--- config.mk ---
export PLATFORM = sky130hd
export DESIGN_NAME = shared_reg_arbiter_flat
export DESIGN_NICKNAME = d
export VERILOG_FILES = /design/src/rtl/shared_reg_arbiter_if.sv /design/src/rtl/shared_reg_arbiter.sv /design/src/flat_wrapper.sv
export SDC_FILE = /design/constraint.sdc
export NUM_CORES = 1
export LEC_CHECK = 0
export ABC_CLOCK_PERIOD_IN_PS = 3860
export BUFFER_PORTS_ARGS = -buffer_cell sky130_fd_sc_hd__buf_2
export CORE_MARGIN = 10
export CORE_UTILIZATION = 40
export CTS_CLUSTER_DIAMETER = 80
export DETAILED_ROUTE_END_ITERATION = 8
export GPL_TIMING_DRIVEN = 0
export PLACE_DENSITY_LB_ADDON = 0.12
export SLEW_MARGIN = 20
export SYNTH_ARGS = -nofsm -noshare
export SYNTH_HDL_FRONTEND = slang
export SYNTH_SLANG_ARGS = --single-unit
export TNS_END_PERCENT = 50
--- constraint.sdc ---
create_clock -name clk -period 3.86 [get_ports clk]
set_input_delay 0.193 -clock clk [delete_from_list [all_inputs] [get_ports clk]]
set_output_delay 0.193 -clock clk [all_outputs]
set_load 0.02 [all_outputs]
--- src/rtl/shared_reg_arbiter_if.sv ---
// Bus between requesters and the shared-register arbiter.
// master: requester side (drives requests/data/stall); slave: arbiter side.
interface shared_reg_arbiter_if #(
  parameter int unsigned NUM_REQ = 4,
  parameter int unsigned WIDTH   = 8,
  parameter int unsigned CNT_W   = 16
);
  logic [NUM_REQ-1:0]       req;
  logic [NUM_REQ*WIDTH-1:0] wr_data;
  logic                     stall;
  logic [NUM_REQ-1:0]       gnt;
  logic                     reg_en;
  logic [WIDTH-1:0]         reg_in;
  logic                     busy;
  logic [CNT_W-1:0]         grant_cnt;

  modport master (
    output req, wr_data, stall,
    input  gnt, reg_en, reg_in, busy, grant_cnt
  );

  modport slave (
    input  req, wr_data, stall,
    output gnt, reg_en, reg_in, busy, grant_cnt
  );
endinterface

--- src/rtl/shared_reg_arbiter.sv ---
// Round-robin arbiter sharing one enable-gated register among NUM_REQ writers.
// Grant, enable and data are registered; the register itself lives outside.
module shared_reg_arbiter #(
  parameter int unsigned NUM_REQ = 4,
  parameter int unsigned WIDTH   = 8,
  parameter int unsigned CNT_W   = 16
) (
  input logic                  clk,
  input logic                  rst,
  shared_reg_arbiter_if.slave  bus
);

  localparam int unsigned PTR_W = (NUM_REQ > 1) ? $clog2(NUM_REQ) : 1;

  logic [NUM_REQ-1:0] gnt_q;
  logic               reg_en_q;
  logic [WIDTH-1:0]   reg_in_q;
  logic [PTR_W-1:0]   ptr_q;
  logic [CNT_W-1:0]   cnt_q;

  logic [NUM_REQ-1:0] eligible;
  logic               found;
  logic [PTR_W-1:0]   win;
  logic [PTR_W-1:0]   cand;
  logic [31:0]        idx;
  logic [WIDTH-1:0]   win_data;
  logic               grant;

  // The requester granted this cycle sits out one arbitration.
  assign eligible = bus.req & ~gnt_q;
  assign grant    = found & ~bus.stall;

  // Search from pointer+1 upward, wrapping; first eligible index wins.
  always_comb begin
    found = 1'b0;
    win   = ptr_q;
    cand  = '0;
    idx   = '0;
    for (int unsigned k = 1; k <= NUM_REQ; k++) begin
      idx = 32'(ptr_q) + k;
      if (idx >= NUM_REQ) idx = idx - NUM_REQ;
      cand = PTR_W'(idx);
      if (!found && eligible[cand]) begin
        found = 1'b1;
        win   = cand;
      end
    end
  end

  // Select the winner's data slice.
  always_comb begin
    win_data = '0;
    for (int unsigned i = 0; i < NUM_REQ; i++) begin
      if (win == PTR_W'(i)) win_data = bus.wr_data[i*WIDTH +: WIDTH];
    end
  end

  // Grant state; reset clears outputs asynchronously and puts requester 0 first.
  always_ff @(posedge clk or negedge rst) begin
    if (!rst) begin
      gnt_q    <= '0;
      reg_en_q <= 1'b0;
      reg_in_q <= '0;
      ptr_q    <= PTR_W'(NUM_REQ - 1);
      cnt_q    <= '0;
    end else if (grant) begin
      gnt_q    <= NUM_REQ'(1) << win;
      reg_en_q <= 1'b1;
      reg_in_q <= win_data;
      ptr_q    <= win;
      cnt_q    <= cnt_q + CNT_W'(1);
    end else begin
      // reg_in keeps its last value; pointer stays put.
      gnt_q    <= '0;
      reg_en_q <= 1'b0;
    end
  end

  assign bus.gnt       = gnt_q;
  assign bus.reg_en    = reg_en_q;
  assign bus.reg_in    = reg_in_q;
  assign bus.grant_cnt = cnt_q;
  // Pending work indicator only; not a grant.
  assign bus.busy      = |(bus.req & ~gnt_q);

endmodule

--- src/flat_wrapper.sv ---
// flat-port wrapper written by rule: the top's interface ports become plain ports
module shared_reg_arbiter_flat 
#(
  parameter int unsigned NUM_REQ = 4,
  parameter int unsigned WIDTH   = 8,
  parameter int unsigned CNT_W   = 16
)
  (clk, rst, bus_req, bus_wr_data, bus_stall, bus_gnt, bus_reg_en, bus_reg_in, bus_busy, bus_grant_cnt);
  shared_reg_arbiter_if #(.NUM_REQ(NUM_REQ), .WIDTH(WIDTH), .CNT_W(CNT_W)) bus_i ();
  input logic clk;
  input logic rst;
  input wire logic [$bits(bus_i.req)-1:0] bus_req;
  input wire logic [$bits(bus_i.wr_data)-1:0] bus_wr_data;
  input wire logic [$bits(bus_i.stall)-1:0] bus_stall;
  output wire logic [$bits(bus_i.gnt)-1:0] bus_gnt;
  output wire logic [$bits(bus_i.reg_en)-1:0] bus_reg_en;
  output wire logic [$bits(bus_i.reg_in)-1:0] bus_reg_in;
  output wire logic [$bits(bus_i.busy)-1:0] bus_busy;
  output wire logic [$bits(bus_i.grant_cnt)-1:0] bus_grant_cnt;
  assign bus_i.req = bus_req;
  assign bus_i.wr_data = bus_wr_data;
  assign bus_i.stall = bus_stall;
  assign bus_gnt = bus_i.gnt;
  assign bus_reg_en = bus_i.reg_en;
  assign bus_reg_in = bus_i.reg_in;
  assign bus_busy = bus_i.busy;
  assign bus_grant_cnt = bus_i.grant_cnt;
  shared_reg_arbiter #(.NUM_REQ(NUM_REQ), .WIDTH(WIDTH), .CNT_W(CNT_W)) u_core (.clk(clk), .rst(rst), .bus(bus_i));
endmodule
* Word level (Yosys, flattened, before mapping) *
Cells that the tools add are included.
Widths: inputs -> output; s select.

storage, ports and cells
  flip-flop bits (word level) = 31

operators by class
  equality and inequality tests = 3
  bitwise operators = 4
  magnitude comparators = 8
  $add $sub $neg = 9
  shifts and indexed selects = 1
  mux-type cells = 26
  reduce and logical (&&, ||, !) cells = 8

operators by type and width
  cell                   count
  $mux 8                 4
  $add 16x1->16 const B  1
  $mux 2                 8
  $lt 2x3->1 const B     4
  $ge 3x3->1 const B     3
  $mux 1                 9
  $bmux 1 s2             4
  $sub 2x1->2 const B    4
  $add 2x2->3 const B    2
  $add 2x3->4 const B    1
  $and 4x4->4            1
  $eq 2x2->1 const B     2
  $ge 4x3->1 const B     1
  $mux 4                 1
  $not 4->4              1
  $reduce_or 4->1        1
  $shl 1x2->4 const A    1
  $add 2x1->3 const B    1
  $logic_and 1x1->1      3
  $logic_not 1->1        3
  $eq 2x1->1 const B     1
  $logic_not 2->1        1
  $and 1x1->1            1
  $not 1->1              1

* Longest topological paths before layout *
  word-level depth = 20
  depth in mapped cells = 9
  gate-level depth less buffers = 8

* Worst setup path after synthesis *
No wires, ideal clock.

  path kind = reg-to-reg
  from = register u_core.gnt_q[2] (netlist: u_core.bus.gnt[2])
  to = register u_core.cnt_q[8] (netlist: u_core.bus.grant_cnt[8])
  stages on the path, launching flop included = 10
  setup time = 0.129 ns
  slack = 2.116 ns
  path buffers = 1
  arrival = 1.614 ns
  path through = dfrtp_1 nand2b_1 nand4_2 nand2b_2 inv_2 buf_6 nand3_2 nor2_4 nand3_1 xnor2_1

between the ends
  word-level cells in the longest chain between the ends = 15
  elaborated cells between the ends (all ways) = 21
  those cells by class = 12 x mux; 3 x bitwise; 6 x reduce/logical

ends and longest elaborated chain
  element                       line                      RTL
  start: declaration            shared_reg_arbiter.sv:15  logic [NUM_REQ-1:0] gnt_q;
  start signal: assignment      shared_reg_arbiter.sv:67  gnt_q <= NUM_REQ'(1) << win;
  $not 4->4 (*)                 shared_reg_arbiter.sv:30  assign eligible = bus.req & ~gnt_q;
  $and 4x4->4 (*)               shared_reg_arbiter.sv:30
  $bmux 1 s2                    shared_reg_arbiter.sv:43  if (!found && eligible[cand]) begin
  $mux 1 (not written as such)  shared_reg_arbiter.sv:43
  $mux 1                        shared_reg_arbiter.sv:43
  $logic_not 1->1               shared_reg_arbiter.sv:43
  $logic_and 1x1->1             shared_reg_arbiter.sv:43
  $mux 1                        shared_reg_arbiter.sv:43
  $logic_not 1->1               shared_reg_arbiter.sv:43
  $logic_and 1x1->1             shared_reg_arbiter.sv:43
  $mux 1                        shared_reg_arbiter.sv:43
  $logic_not 1->1               shared_reg_arbiter.sv:43
  $logic_and 1x1->1             shared_reg_arbiter.sv:43
  $mux 1 (*)                    shared_reg_arbiter.sv:43
  $and 1x1->1 (*)               shared_reg_arbiter.sv:31  assign grant = found & ~bus.stall;
  via u_core.grant              shared_reg_arbiter.sv:27  logic grant;
  end signal: assignment        shared_reg_arbiter.sv:71  cnt_q <= cnt_q + CNT_W'(1);
  end: declaration              shared_reg_arbiter.sv:19  logic [CNT_W-1:0] cnt_q;

The timed path passes the listed nets; every way through them passes the cells marked *. The select of a mux whose other input is x is not followed.
A chain may end at the register's enable or synchronous reset.

* Worst setup path after layout *
  from = register u_core.gnt_q[1] (netlist: u_core.bus.gnt[1])
  to = register u_core.reg_in_q[0] (netlist: u_core.bus.reg_in[0])

between the ends
  word-level cells in the longest chain between the ends = 19
  elaborated cells between the ends (all ways) = 33
  those cells by class = 3 x eq/ne; 20 x mux; 3 x bitwise; 7 x reduce/logical

ends and longest elaborated chain
  element                       line                      RTL
  $not 4->4 (*)                 shared_reg_arbiter.sv:30
  $and 4x4->4 (*)               shared_reg_arbiter.sv:30
  $bmux 1 s2                    shared_reg_arbiter.sv:43
  $mux 1 (not written as such)  shared_reg_arbiter.sv:43
  $mux 1                        shared_reg_arbiter.sv:43
  $logic_not 1->1               shared_reg_arbiter.sv:43
  $logic_and 1x1->1             shared_reg_arbiter.sv:43
  $mux 1                        shared_reg_arbiter.sv:43
  $logic_not 1->1               shared_reg_arbiter.sv:43
  $logic_and 1x1->1             shared_reg_arbiter.sv:43
  $mux 1                        shared_reg_arbiter.sv:43
  $logic_not 1->1               shared_reg_arbiter.sv:43
  $logic_and 1x1->1             shared_reg_arbiter.sv:43
  $mux 2                        shared_reg_arbiter.sv:43
  $logic_not 2->1               shared_reg_arbiter.sv:54  if (win == PTR_W'(i)) win_data = bus.wr_data[i*WIDTH +: WIDTH];
  $mux 8 (4 in series)          shared_reg_arbiter.sv:54
  end signal: assignment        shared_reg_arbiter.sv:69  reg_in_q <= win_data;
  end: declaration              shared_reg_arbiter.sv:17  logic [WIDTH-1:0] reg_in_q;

Mark *: on every way between the ends. The rest lies on a longest branch, timed or not. The select of a mux whose other input is x is not followed.

==> flow_summary.json <==
{
  "clock.fmax_mhz": 550,
  "p_int_uw": 833,
  "gp_congestion": 0.729,
  "routed_wl_um": 4060,
  "critPathMaxFanout": 9,
  "route.detailed.drc": 0,
  "p_sw_uw": 593,
  "worst_pin_slew_ps": 681,
  "fin_tns_setup_ps": 0,
  "root_buffer": "clkbuf_8",
  "grt_pass1_wl_um": 6500,
  "r2r_setup_slack_ps": 2040,
  "status": "completed",
  "grt_pass1_vias": 1348,
  "synth-seq-cells": 31,
  "setup_violations": 0,
  "syn_nets": 180,
  "cts-hold-fix-buffers": 1,
  "area_growth_pct": 31.8,
  "drt_iter0_markers": 70,
  "synthCells": 140,
  "drive_above_1_share": 0.410,
  "r2r-end": "u_core.bus.reg_in[0]",
  "die_w_um": 82.4,
  "arrival_ps": 1950,
  "yosysWarnings": 0,
  "die_area_sq_um": 6790,
  "clk_pin_slew_ps": 70,
  "grt-ovfl-total": 0,
  "hpwl_um": 3210,
  "grt_max_degree": 32,
  "fin_nets": 256,
  "finalCritPeriodShare": 0.471,
  "synth_largest_area_cell": "dfrtp_1",
  "fp.dieH_um": 82.4,
  "post_cts_buffers": 0,
  "grtUsageTotal": 0.121,
  "p_per_area_nw_per_um2": 695,
  "fillerInstances": 366,
  "num_vias": 1316,
  "synth_ff_type": "dfrtp_1",
  "htreeDepth": 2,
  "synth_area_sq_um": 1560,
  "critPathKind": "flop to flop",
  "synth_edf_count": 0,
  "clk_latency_ps": 280,
  "synth_area_leaders": "dfrtp_1, mux2i_1, xnor2_1",
  "cp-start-kind": "flop",
  "antenna_cells": 0,
  "power_uw": 1430,
  "maxCapViolations": 0,
  "dr.pass1.iters": 4,
  "synth.distinct_cells": 32,
  "io_pins": 69,
  "swShare": 0.416,
  "slew_violations": 0,
  "ff2ff_path_depth": 6,
  "rsz0062_at_grt": "no",
  "cp_data_required_time_ps": 4000,
  "seqPwrFrac": 0.368,
  "rows": 22,
  "synth_top_cell_area_share": 0.466,
  "numCtsBuffers": 5,
  "post-route-util": 0.552,
  "postCtsResizedCells": 0,
  "relSlewSlack": 0.546,
  "async_flop_share": 1.00,
  "io_buffers": 68,
  "timing.rr.start": "u_core.bus.gnt[1]",
  "crit_end": "u_core.bus.reg_in[0]",
  "pwr-share-clk": 0.170,
  "crit_start": "u_core.bus.gnt[1]",
  "power.leakage_uw": 0.00109,
  "final.setup_skew_ps": 5.67,
  "cts_tree": "done",
  "antenna_found_initial": 0,
  "hold_class": "primary input to flop",
  "cts_sinks": 31,
  "synth-seq-area-share": 0.500,
  "avgViaCountPerCell": 4.97,
  "place_inst": 256,
  "drtAntennaViolNets": 0,
  "p_comb_frac": 0.463,
  "layout_min_cycle_time_ps": 1820,
  "core_area_sq_um": 3720,
  "ir_worst_vdd_mv": 0.383,
  "wire_per_inst_um": 15.3,
  "fin_cells": 265,
  "clock_path_buffers": 2,
  "avgSynthCellArea_sq_um": 11.1,
  "hold_viol": 0,
  "initial_core_util": 0.419,
  "endpoint_kind": "flop"
}
==> how the worst min path moves through the flow <==
stage | from | endpoint | slack, ps | depth (start not counted)
2_1_floorplan | rst | u_core.bus.gnt[0] | -100 | 0
3_3_place_gp | rst | u_core.bus.grant_cnt[14] | 270 | 1
3_5_place_dp | rst | u_core.bus.grant_cnt[13] | 280 | 1
4_1_cts | bus_wr_data[23] | u_core.bus.reg_in[7] | 220 | 3
5_1_grt | bus_wr_data[5] | u_core.bus.reg_in[5] | 260 | 3
6_report | bus_wr_data[23] | u_core.bus.reg_in[7] | 230 | 3
==> placed cells by master, fill, tap and decap left out, types with 2 or more instances in the layout <==
cell type / Yosys / routed
nand3_1: 6 / 6
nand2_1: 24 / 24
clkinv_2: 0 / 3
a21oi_1: 2 / 2
and3_1: 4 / 4
buf_6: 2 / 2
dfstp_2: 2 / 2
o21ai_0: 2 / 2
xnor2_1: 11 / 11
xor2_1: 4 / 4
o221ai_1: 8 / 8
clkbuf_8: 0 / 5
dfrtp_1: 29 / 29
nor2_1: 6 / 6
clkbuf_1: 2 / 2
mux2i_1: 16 / 16
buf_2: 0 / 68
nand4_1: 2 / 2
nand2b_1: 4 / 4
==> synth_stat cells, types with 2 or more instances <==
cell and number:
a21oi_1 2, and3_1 4, dfrtp_1 29, nor2_1 6, nand3_1 6, mux2i_1 16
dfstp_2 2, nand4_1 2, o221ai_1 8, clkbuf_1 2, xnor2_1 11, nand2b_1 4
xor2_1 4, nand2_1 24, o21ai_0 2, buf_6 2
==> registers in the layout (all words and copies together) (netlist names) <==
register              cells
u_core.ptr_q              2
u_core.bus.reg_in         8
u_core.bus.reg_en         1
u_core.bus.grant_cnt     16
u_core.bus.gnt            4
==> cell type report <==
| cell class | instances | area, sq um | share of cell area |
|---|---|---|---|
| tap | 48 | 60.1 | 0.0293 |
| buffer | 5 | 45.0 | 0.0220 |
| sequential | 31 | 778 | 0.379 |
| clock inverter | 3 | 15.0 | 0.00732 |
| inverter | 1 | 3.75 | 0.00183 |
| clock buffer | 5 | 68.8 | 0.0336 |
| multi-input combinational | 103 | 729 | 0.356 |
| timing repair buffer | 69 | 350 | 0.171 |
==> critical path, stage by stage, from the launching register on <==
cell and delay [ps]:
dfrtp_1 390, and2b_1 220, o22ai_1 110, a21oi_1 290, nand2b_1 150, clkbuf_1 350
o221ai_1 170
==> cell families (layout without fill, tap and decap cells) <==
logic type,after synthesis,in the layout,synth area share
AO/OA/AOI/OAI,16,16,0.0820
buffers and inverters,6,83,0.0313
XOR/XNOR,15,15,0.0844
AND/OR/NAND/NOR,55,55,0.191
multiplexers,16,16,0.103
adder cells (fa/ha/maj),1,1,0.00804
flip-flops,31,31,0.500
==> metal layers <==
metal	track usage	vias to the layer above	routed length [um]
met5	0	-	0
met4	0.0561	0	61
met3	0.0454	8	347
met2	0.177	35	1940
met1	0.156	631	1710
li1	-	642	-
==> power groups by stage <==
stage | clock, uW | sequential [uW] | combinational (uW)
after floorplan | 0 | 628 | 360
after global placement | 0 | 523 | 656
after detailed placement | 0 | 531 | 663
after CTS | 251 | 525 | 668
after global routing | 267 | 544 | 724
final | 242 | 525 | 660
==> through the flow <==
| stage | instance area, sq um | setup slack, ps | hold slack, ps |
|---|---|---|---|
| after global placement | 1960 | 2120 | 270 |
| after detailed placement | 1960 | 2100 | 280 |
| after CTS | 2050 | 2070 | 222 |
| final | 2050 | 2040 | 228 |
| after floorplan | 1560 | 2120 | -103 |
| after global routing | 2050 | 1930 | 258 |
Note: power is estimated with default switching activity, not from simulation.
